**src/rtl/cpu_run_ctrl_pkg.sv**
```systemverilog
// cpu_run_ctrl_pkg: shared state encoding and widths for the CPU run controller
// Holds the run_state_t enum (also read by the LCD/LED display logic) and the
// tick counter width.
package cpu_run_ctrl_pkg;
    typedef enum logic [1:0] {
        PAUSE = 2'd0,
        RUN   = 2'd1,
        STEP  = 2'd2,
        BREAK = 2'd3
    } run_state_t;
    localparam int TICK_CNT_W = 16;
    localparam logic [1:0] ST_PAUSE = 2'd0;
    localparam logic [1:0] ST_RUN   = 2'd1;
    localparam logic [1:0] ST_STEP  = 2'd2;
    localparam logic [1:0] ST_BREAK = 2'd3;
endpackage

```
**src/rtl/cpu_run_ctrl_key_debounce.sv**
```systemverilog
// key_debounce: synchronise and debounce an active-low push-button, pulse once per press
// Ports:
//   clock    board clock
//   reset    asynchronous active-low reset (filter returns to the released level)
//   key_n_i  raw active-low key, asynchronous to clock
//   press_o  one-cycle pulse on an accepted press (high-to-low); releases give none
module key_debounce #(
    parameter int DEBOUNCE_CYCLES = 500000
) (
    input  logic clock,
    input  logic reset,
    input  logic key_n_i,
    output logic press_o
);
    localparam int CW = $clog2(DEBOUNCE_CYCLES + 1);
    logic sync1_q, sync2_q, stable_q, press_q, accept;
    logic [CW-1:0] cnt_q, cnt_d;
    // A new level wins once it has differed from the accepted level for
    // DEBOUNCE_CYCLES consecutive cycles; any agreement restarts the count.
    assign accept = (sync2_q != stable_q) && (cnt_q == CW'(DEBOUNCE_CYCLES - 1));
    assign cnt_d  = (sync2_q == stable_q || accept) ? '0 : cnt_q + 1'b1;
    assign press_o = press_q;
    always_ff @(posedge clock or negedge reset) begin
        if (!reset) begin
            sync1_q  <= 1'b1;
            sync2_q  <= 1'b1;
            stable_q <= 1'b1;
            cnt_q    <= '0;
            press_q  <= 1'b0;
        end else begin
            sync1_q  <= key_n_i;
            sync2_q  <= sync1_q;
            stable_q <= accept ? sync2_q : stable_q;
            cnt_q    <= cnt_d;
            press_q  <= accept && !sync2_q;
        end
    end
endmodule

```
**src/rtl/cpu_run_ctrl.sv**
```systemverilog
// cpu_run_ctrl: generates the one-cycle CPU clock enable (run / pause / step / breakpoint)
// Optional feature macro: CPU_RUN_CTRL_BREAKPOINT_EN (PC-match breakpoint and BREAK state).
// Ports:
//   clock       board clock (CLOCK_50)
//   reset       asynchronous active-low reset
//   run_i       run switch, 1 = run, 0 = pause
//   step_key_n  raw active-low single-step key
//   pc          CPU program counter
//   bp_addr     breakpoint address
//   bp_enable   breakpoint compare enable
//   cpu_tick    registered one-cycle CPU enable
//   cpu_clock   prescaler MSB for the LED
//   state       current run_state_t encoding
//   halted      high while stopped at a breakpoint
//   tick_count  number of cpu_tick pulses issued (wraps)
module cpu_run_ctrl
    import cpu_run_ctrl_pkg::*;
#(
    parameter int DIV_WIDTH       = 25,
    parameter int DATA_WIDTH      = 8,
    parameter int DEBOUNCE_CYCLES = 500000
) (
    input  logic                  clock,
    input  logic                  reset,
    input  logic                  run_i,
    input  logic                  step_key_n,
    input  logic [DATA_WIDTH-1:0] pc,
    input  logic [DATA_WIDTH-1:0] bp_addr,
    input  logic                  bp_enable,
    output logic                  cpu_tick,
    output logic                  cpu_clock,
    output logic [1:0]            state,
    output logic                  halted,
    output logic [TICK_CNT_W-1:0] tick_count
);
    run_state_t state_q, state_d;
    logic [DIV_WIDTH-1:0] pre_q, pre_d;
    logic [TICK_CNT_W-1:0] tick_count_q;
    logic tick_q, tick_d, armed_q, armed_d, step_pulse, bp_hit, run_go;

    key_debounce #(.DEBOUNCE_CYCLES(DEBOUNCE_CYCLES)) u_key (
        .clock   (clock),
        .reset   (reset),
        .key_n_i (step_key_n),
        .press_o (step_pulse)
    );

`ifdef CPU_RUN_CTRL_BREAKPOINT_EN
    // armed keeps a breakpoint at the resume address from firing before
    // at least one instruction has executed.
    assign bp_hit = armed_q && bp_enable && (pc == bp_addr);
    assign halted = (state_q == BREAK);
`else
    logic unused_bp;
    assign unused_bp = ^{pc, bp_addr, bp_enable};
    assign bp_hit = 1'b0;
    assign halted = 1'b0;
`endif

    always_comb begin
        state_d = state_q;
        armed_d = armed_q;
        case (state_q)
            PAUSE: begin
                state_d = run_i ? RUN : (step_pulse ? STEP : PAUSE);
                armed_d = run_i ? 1'b0 : armed_q;
            end
            RUN: begin
                state_d = !run_i ? PAUSE : (bp_hit ? BREAK : RUN);
                armed_d = armed_q | tick_q;
            end
            STEP:  state_d = PAUSE;
            BREAK: state_d = step_pulse ? STEP : (!run_i ? PAUSE : BREAK);
        endcase
    end

    // The prescaler only advances while staying in RUN, so a wrap on the
    // cycle that leaves RUN is neither counted nor ticked.
    assign run_go = (state_q == RUN) && (state_d == RUN);
    assign pre_d  = run_go ? pre_q + 1'b1 : pre_q;
    assign tick_d = (run_go && &pre_q) || (state_d == STEP);

    always_ff @(posedge clock or negedge reset) begin
        if (!reset) begin
            state_q      <= PAUSE;
            pre_q        <= '0;
            tick_q       <= 1'b0;
            armed_q      <= 1'b0;
            tick_count_q <= '0;
        end else begin
            state_q      <= state_d;
            pre_q        <= pre_d;
            tick_q       <= tick_d;
            armed_q      <= armed_d;
            tick_count_q <= tick_count_q + TICK_CNT_W'(tick_q);
        end
    end

    assign cpu_tick   = tick_q;
    assign cpu_clock  = pre_q[DIV_WIDTH-1];
    assign state      = state_q;
    assign tick_count = tick_count_q;
endmodule
```
**config.mk**
```make
export PLATFORM = sky130hd
export DESIGN_NAME = cpu_run_ctrl
export DESIGN_NICKNAME = d
export VERILOG_FILES = /design/src/rtl/cpu_run_ctrl_pkg.sv /design/src/rtl/cpu_run_ctrl_key_debounce.sv /design/src/rtl/cpu_run_ctrl.sv
export SDC_FILE = /design/constraint.sdc
export NUM_CORES = 1
export LEC_CHECK = 0
export ABC_CLOCK_PERIOD_IN_PS = 4900
export BUFFER_PORTS_ARGS = -buffer_cell sky130_fd_sc_hd__buf_2
export CAP_MARGIN = 10
export CORE_MARGIN = 8
export CORE_UTILIZATION = 40
export DETAILED_ROUTE_END_ITERATION = 6
export SLEW_MARGIN = 20
export SYNTH_ARGS = -nofsm -noshare
export SYNTH_HDL_FRONTEND = slang
export SYNTH_HIERARCHICAL = 1
export SYNTH_SLANG_ARGS = --single-unit
export TNS_END_PERCENT = 30
```
**constraint.sdc**
```tcl
create_clock -name clock -period 4.9 [get_ports clock]
set_clock_uncertainty 0.15 [all_clocks]
set_input_delay 0.49 -clock clock [delete_from_list [all_inputs] [get_ports clock]]
set_output_delay 0.49 -clock clock [all_outputs]
set_load 0.005 [all_outputs]
```
==> flow_summary_export.csv, run 1 <==
group,metric,value,unit
worst_setup_path,crit_slowest_cell,"o41ai_4",
cts,cts_buffers,9,
flow_run,drv_cap,0,
sta,max_freq,434,MHz
global_route,grt_pass1_vias,2065,
logic_synthesis,syn-cell-area,0.00307,sq mm
worst_setup_path,cp_cell_sequence,"nor4_2 > nand4_2 > o41ai_4 > nor2_1",
global_route,grt_usage,10.7,%
global_route,grt_max_degree,68,
detailed_routing,drt-total-wl,5270,microns
placement,hpwl,3560,microns
floorplan,start_util,40.6,%
cts,path_clk_slew,70,ps
detailed_routing,first_pass_iters,5,
worst_setup_path,endpoint_kind,"register",
logic_synthesis,synthCells,271,
logic_synthesis,yosysSeqAreaShare,54.7,%
sta,finalMaxSlewViolations,0,
detailed_routing,first_iter_violations,66,
placement,place_congestion,0.738,
hold_path,hp-class,"input port to register",
logic_synthesis,syn_nets,296,
status,outcome,"finished, final reports clean",
cts,cts_buffer_depth,2,
detailed_routing,ant_nets,0,
power_and_ir_drop,peakVddDrop,154,uV
final_layout,mostFrequentLayoutCell,"dfrtp_1",
sta,min_period,2310,ps
power_and_ir_drop,power_leakage,1.63,nW
global_route,grt-ovfl-total,0,
floorplan,row_count,32,
logic_synthesis,synth_cell_type_count,42,
final_layout,final_cell_mix,"dfrtp_1 (64), xnor2_1 (33), nand2_1 (25), nor2_1 (23), buf_2 (23)",
worst_setup_path,crit_family,"compound AO/OA/AOI/OAI gates",
detailed_routing,num_vias,2024,
sta,fin_crit_sh,47.1,%
worst_setup_path,critPathKind,"register to register",
floorplan,boundaryPins,42,
cts,root_buffer,"clkbuf_8",
power_and_ir_drop,power_density,322,mW/mm^2
floorplan,fp.dieW,104,microns
cts,htreeDepth,3,
sta,worst_slew_pin_slew,964,ps
cts,clock_sink_count,67,
sta,hold_slack,107,ps
final_layout,diodes,0,
global_route,antenna_found_initial,0,
cts,clk_latency,330,ps
sta,hold_viol,0,
worst_setup_path,cp_max_fo,18,
global_route,grt_first_pass_wirelength,9570,microns
final_layout,area_growth,13.8,%
sta,rsz0062_at_grt,"false",
logic_synthesis,synth_warnings,6,
worst_setup_path,cp_data_arrival_time,2330,ps
detailed_routing,viasPerCell,4.95,
worst_setup_path,path_buf_inv,0,
logic_synthesis,ys_ff_latch,67,
final_layout,layout.nets,327,
logic_synthesis,syn_avg_cell_area,11.3,sq um
sta,finalSetupTns,0,ps
placement,portBuffers,23,
floorplan,dieArea,0.0107,sq mm
floorplan,coreArea,0.00757,sq mm
worst_setup_path,max_stage_delay,940,ps
final_layout,drive_gt1_share,18.2,%
sta,setup_viol,0,
detailed_routing,wl_per_cell,12.9,microns
cts,hold_buffers,0,
detailed_routing,drc_errors,0,
sta,max-slew-margin-rel,35.5,%
cts,post_cts_buffers,0,
cts,cts_resized,0,
worst_setup_path,cp-start-kind,"register",
floorplan,fp.dieH,104,microns
worst_setup_path,cp.required,4920,ps
cts,cts_tree,"yes",
[cell families after synthesis]
group	share of synthesized area, %
xor+xnor	14.5
mux	0.855
compound gates	3.26
simple gates	23.4
buf+inv	1.55
other cells	0.122
fa+ha+maj	1.63
flops	54.7
[where the power goes]
part	total [mW]	internal [mW]	leakage [nW]	switching [mW]
Combinational	0.0577	0.0275	0.616	0.0303
Sequential	0.616	0.580	0.911	0.0363
Clock	0.451	0.263	0.101	0.188
[stage by stage]
stage                     area [sq um]  setup slack (ps)  instances  utilization [%]  power (mW)
after floorplan                   3070              2910        271                -       0.659
after global placement            3300              2560        393             43.6       0.682
after detailed placement          3300              2560        393             43.6       0.686
after CTS                         3500              2530        409             46.2        1.15
after global routing              3500              2430        409             46.2        1.19
final                             3500              2590        409             46.2        1.12
[final cells by class]
type | instances | area [sq um]
well taps | 102 | 128
flip-flops and latches | 67 | 1680
clock inverters | 2 | 35.0
fillers | 707 | 4070
multi-input cells | 194 | 1350
inverters | 6 | 22.5
repair buffers | 24 | 123
clock buffers | 14 | 163
[final timing paths]
| kind | startpoint | cells after the start | slack [ps] | to |
|---|---|---|---|---|
| setup reg to reg | u_key/cnt_q[9]$_DFF_PN0_ | 4 | 2590 | u_key/cnt_q[0]$_DFF_PN0_ |
| max in group asynchronous | reset | 2 | 3870 | pre_q[6]$_DFFE_PN0P_ |
| hold / removal | step_key_n | 1 | 110 | u_key/sync1_q$_DFF_PN1_ |
| min in group asynchronous | reset | 2 | 190 | u_key/cnt_q[7]$_DFF_PN0_ |
| hold reg to reg | u_key/sync1_q$_DFF_PN1_ | 0 | 210 | u_key/sync2_q$_DFF_PN1_ |
| setup / recovery | u_key/cnt_q[9]$_DFF_PN0_ | 4 | 2590 | u_key/cnt_q[0]$_DFF_PN0_ |
[cell usage after synthesis (all sizes together)]
| library cell | instances | area [sq um] |
|---|---|---|
| o41ai | 1 | 27.5 |
| dfrtp | 64 | 1600 |
| inv | 6 | 22.5 |
| nor2b | 1 | 6.26 |
| a21boi | 1 | 7.51 |
| nand4 | 17 | 143 |
| nor3b | 1 | 7.51 |
| dfstp | 3 | 78.8 |
| nor4b | 1 | 15.0 |
| nor2 | 23 | 86.3 |
| xnor2 | 33 | 289 |
| nand2 | 25 | 93.8 |
| or3 | 4 | 25.0 |
| nor4 | 7 | 80.1 |
| and4 | 1 | 8.76 |
| a21oi | 5 | 25.0 |
| mux2 | 2 | 26.3 |
| or2 | 1 | 6.26 |
| o21ai | 5 | 25.0 |
| and3b | 1 | 8.76 |
| and3 | 7 | 46.3 |
| or4b | 1 | 10.0 |
| nor3 | 5 | 25.0 |
| ha | 4 | 50.1 |
| nand4b | 1 | 8.76 |
| nand3 | 21 | 105 |
| or4 | 3 | 30.0 |
| xor2 | 18 | 158 |
| o211ai | 1 | 7.51 |
| conb | 1 | 3.75 |
| o31ai | 1 | 7.51 |
| nand2b | 2 | 12.5 |
| buf | 4 | 25.0 |
[per-layer routing]
| metal | part of all wire [%] | track usage, % | vias to the layer above |
|---|---|---|---|
| met1 | 48 | 12.8 | 980 |
| met3 | 4.0 | 4.89 | 4 |
| met4 | 0.51 | 3.10 | 0 |
| li1 | - | - | 1008 |
| met5 | 0 | 0 | - |
| met2 | 48 | 17.0 | 32 |
[flip-flops by register name (all words and copies together) (netlist names)]
register and cells:
tick_count 16, u_key/sync2_q 1, cpu_tick 1, u_key/stable_q 1, pre_q 25, u_key/cnt_q 19
u_key/press_o 1, state 2, u_key/sync1_q 1
No activity file was read; power rests on OpenSTA's default activity.
==> inputs of run 2 (changes only) <==
ABC_AREA = 1   (was default)
ABC_CLOCK_PERIOD_IN_PS = 1950   (was 4900)
clock period = 1.95 ns   (was 4.9 ns; I/O delays follow)
==> flow_summary_export.csv, run 2 <==
group,metric,value,unit
logic_synthesis,synth_commonest_cells,"nand2_1 (95), dfrtp_1 (64), nor2_1 (57)",
detailed_routing,num_vias,2532,
cts,cts_buffers,9,
logic_synthesis,syn_avg_cell_area,8.64,sq um
logic_synthesis,synth_cell_type_count,29,
cts,path_clk_slew,80,ps
final_layout,layout.nets,462,
final_layout,largest_register_ffs,25,
sta,finalSetupTns,0,ps
detailed_routing,wl_per_cell,11.8,microns
final_layout,diodes,0,
sta,fin_crit_sh,85.8,%
final_layout,mostFrequentLayoutCell,"nand2_1",
global_route,grt_pass1_vias,2401,
logic_synthesis,ys_ff_latch,67,
sta,max_freq,597,MHz
placement,place_congestion,0.842,
global_route,grt_usage,11.8,%
cts,root_buffer,"clkbuf_8",
logic_synthesis,synthCells,400,
logic_synthesis,ys.flop_type,"dfrtp_1",
placement,dp_cells,531,
worst_setup_path,max_stage_delay,370,ps
final_layout,instances_no_fill,550,
cts,clk_latency,350,ps
global_route,antenna_found_initial,0,
detailed_routing,drc_errors,0,
final_layout,fillers,833,
sta,min_period,1670,ps
sta,rsz0062_at_grt,"false",
final_layout,final_cell_mix,"nand2_1 (95), dfrtp_1 (64), nor2_1 (57), inv_1 (46), nand3_1 (32)",
cts,cts_resized,0,
logic_synthesis,synth.top_cells.by_area,"dfrtp_1 (46%), nand2_1 (10%), nor2_1 (6.2%)",
global_route,grt_first_pass_wirelength,11100,microns
floorplan,boundaryPins,42,
detailed_routing,drt-total-wl,6510,microns
worst_setup_path,cp_data_arrival_time,1750,ps
logic_synthesis,yosys.area.top_type_share,46.3,%
power_and_ir_drop,peakVddDrop,356,uV
global_route,grt_max_degree,36,
worst_setup_path,endpoint_kind,"register",
logic_synthesis,yosys.area.top_type,"dfrtp_1",
sta,finalMaxSlewViolations,0,
cts,cts_tree,"yes",
logic_synthesis,synth_edf_count,0,
hold_path,hp-class,"register to register",
worst_setup_path,crit_slowest_cell,"dfrtp_1",
floorplan,start_util,40.4,%
detailed_routing,viasPerCell,4.60,
detailed_routing,first_iter_violations,114,
worst_setup_path,critPathKind,"register to register",
power_and_ir_drop,p_total,2.86,mW
detailed_routing,first_pass_iters,5,
worst_setup_path,cp_max_fo,16,
global_route,grt-ovfl-total,0,
worst_setup_path,crit_family,"simple AND/OR/NAND/NOR gates",
floorplan,fp.dieW,109,microns
floorplan,dieArea,0.0119,sq mm
floorplan,fp.dieH,109,microns
cts,clock_sink_count,67,
floorplan,row_count,34,
floorplan,coreArea,0.00855,sq mm
logic_synthesis,synth_warnings,6,
worst_setup_path,path_buf_inv,0,
worst_setup_path,cp_cell_sequence,"ha_1 > nand2_1 > nor2_4 > nand3_2 > nand2_4 > nor2_1",
logic_synthesis,syn-cell-area,0.00346,sq mm
logic_synthesis,synth.most_common_cell,"nand2_1",
final_layout,regMostFlops,"pre_q",
sta,setup_viol,0,
cts,htreeDepth,3,
power_and_ir_drop,power_density,727,mW/mm^2
logic_synthesis,syn_nets,425,
flow_run,drv_cap,0,
placement,hpwl,4770,microns
sta,hold_viol,0,
power_and_ir_drop,power_leakage,1.95,nW
placement,portBuffers,23,
final_layout,seq_area,0.00168,sq mm
sta,hold_slack,199,ps
worst_setup_path,cp-start-kind,"register",
final_layout,area_growth,13.6,%
worst_setup_path,cp.required,2020,ps
final_layout,drive_gt1_share,17.2,%
logic_synthesis,async_flop_share,100,%
logic_synthesis,yosysSeqAreaShare,48.6,%
detailed_routing,ant_nets,0,
cts,cts_buffer_depth,2,
final_layout,multi_input_area,0.00158,sq mm
status,outcome,"finished, final reports clean",
run 2: worst reg2reg max path: stages (launching register included):
cell	delay (ps)
dfrtp_1	370
ha_1	240
nand2_1	120
nor2_4	170
nand3_2	200
nand2_4	230
nor2_1	90
run 2: cell type report:
| type | instances | share of cell area (%) |
|---|---|---|
| sequential | 67 | 42.8 |
| multi-input combinational | 284 | 40.3 |
| inverter | 47 | 4.49 |
| timing repair buffer | 28 | 4.08 |
| tap | 108 | 3.44 |
| clock buffer | 10 | 3.25 |
| clock inverter | 6 | 1.72 |
run 2: repair_timing:
item | CTS | global route
hold endpoints to repair | 67 | 0
setup buffers | 0 | 0
hold buffers | 3 | 0
run 2: through the flow:
| step | util, % | worst slack [ps] | cell area [sq um] |
|---|---|---|---|
| global placement | 43.3 | 316 | 3700 |
| floorplan | - | 429 | 3460 |
| detailed placement | 43.3 | 268 | 3700 |
| global route | 45.9 | 156 | 3930 |
| finish | 45.9 | 276 | 3930 |
| CTS | 45.9 | 261 | 3930 |
run 2: cells by family (layout without fill, tap and decap cells):
family | count (synthesis) | in the layout | synth area share (%)
and+or+nand+nor | 227 | 227 | 31.0
DFF | 67 | 67 | 48.6
buffers and inverters | 49 | 91 | 5.65
xor gates and xnor gates | 41 | 41 | 11.3
AOI/OAI and AO/OA | 11 | 11 | 1.92
adders and majority gates | 4 | 4 | 1.45
other | 1 | 1 | 0.108
run 2: where the power goes:
| group | internal (mW) | total [mW] | switching [mW] |
|---|---|---|---|
| Sequential | 1.45 | 1.51 | 0.0626 |
| Clock | 0.593 | 1.15 | 0.562 |
| Combinational | 0.0762 | 0.191 | 0.114 |
run 2: worst paths after layout:
| check | slack (ps) | startpoint | end | depth (start not counted) |
|---|---|---|---|---|
| min in group asynchronous | 270 | reset | u_key/cnt_q[8]$_DFF_PN0_ | 3 |
| max in group asynchronous | 1040 | reset | pre_q[21]$_DFFE_PN0P_ | 3 |
| hold reg to reg | 200 | u_key/sync1_q$_DFF_PN1_ | u_key/sync2_q$_DFF_PN1_ | 0 |
| hold / removal | 200 | u_key/sync1_q$_DFF_PN1_ | u_key/sync2_q$_DFF_PN1_ | 0 |
| setup reg to reg | 280 | u_key/cnt_q[0]$_DFF_PN0_ | u_key/cnt_q[10]$_DFF_PN0_ | 6 |
| setup / recovery | 280 | u_key/cnt_q[0]$_DFF_PN0_ | u_key/cnt_q[10]$_DFF_PN0_ | 6 |
run 2: routing by layer:
layer | track usage (%) | vias to the layer above | part of all wire, %
li1 | - | 1323 | -
met1 | 15.0 | 1172 | 47
met2 | 18.5 | 29 | 47
met3 | 2.72 | 8 | 4.1
met4 | 5.57 | 0 | 1.4
met5 | 0 | - | 0
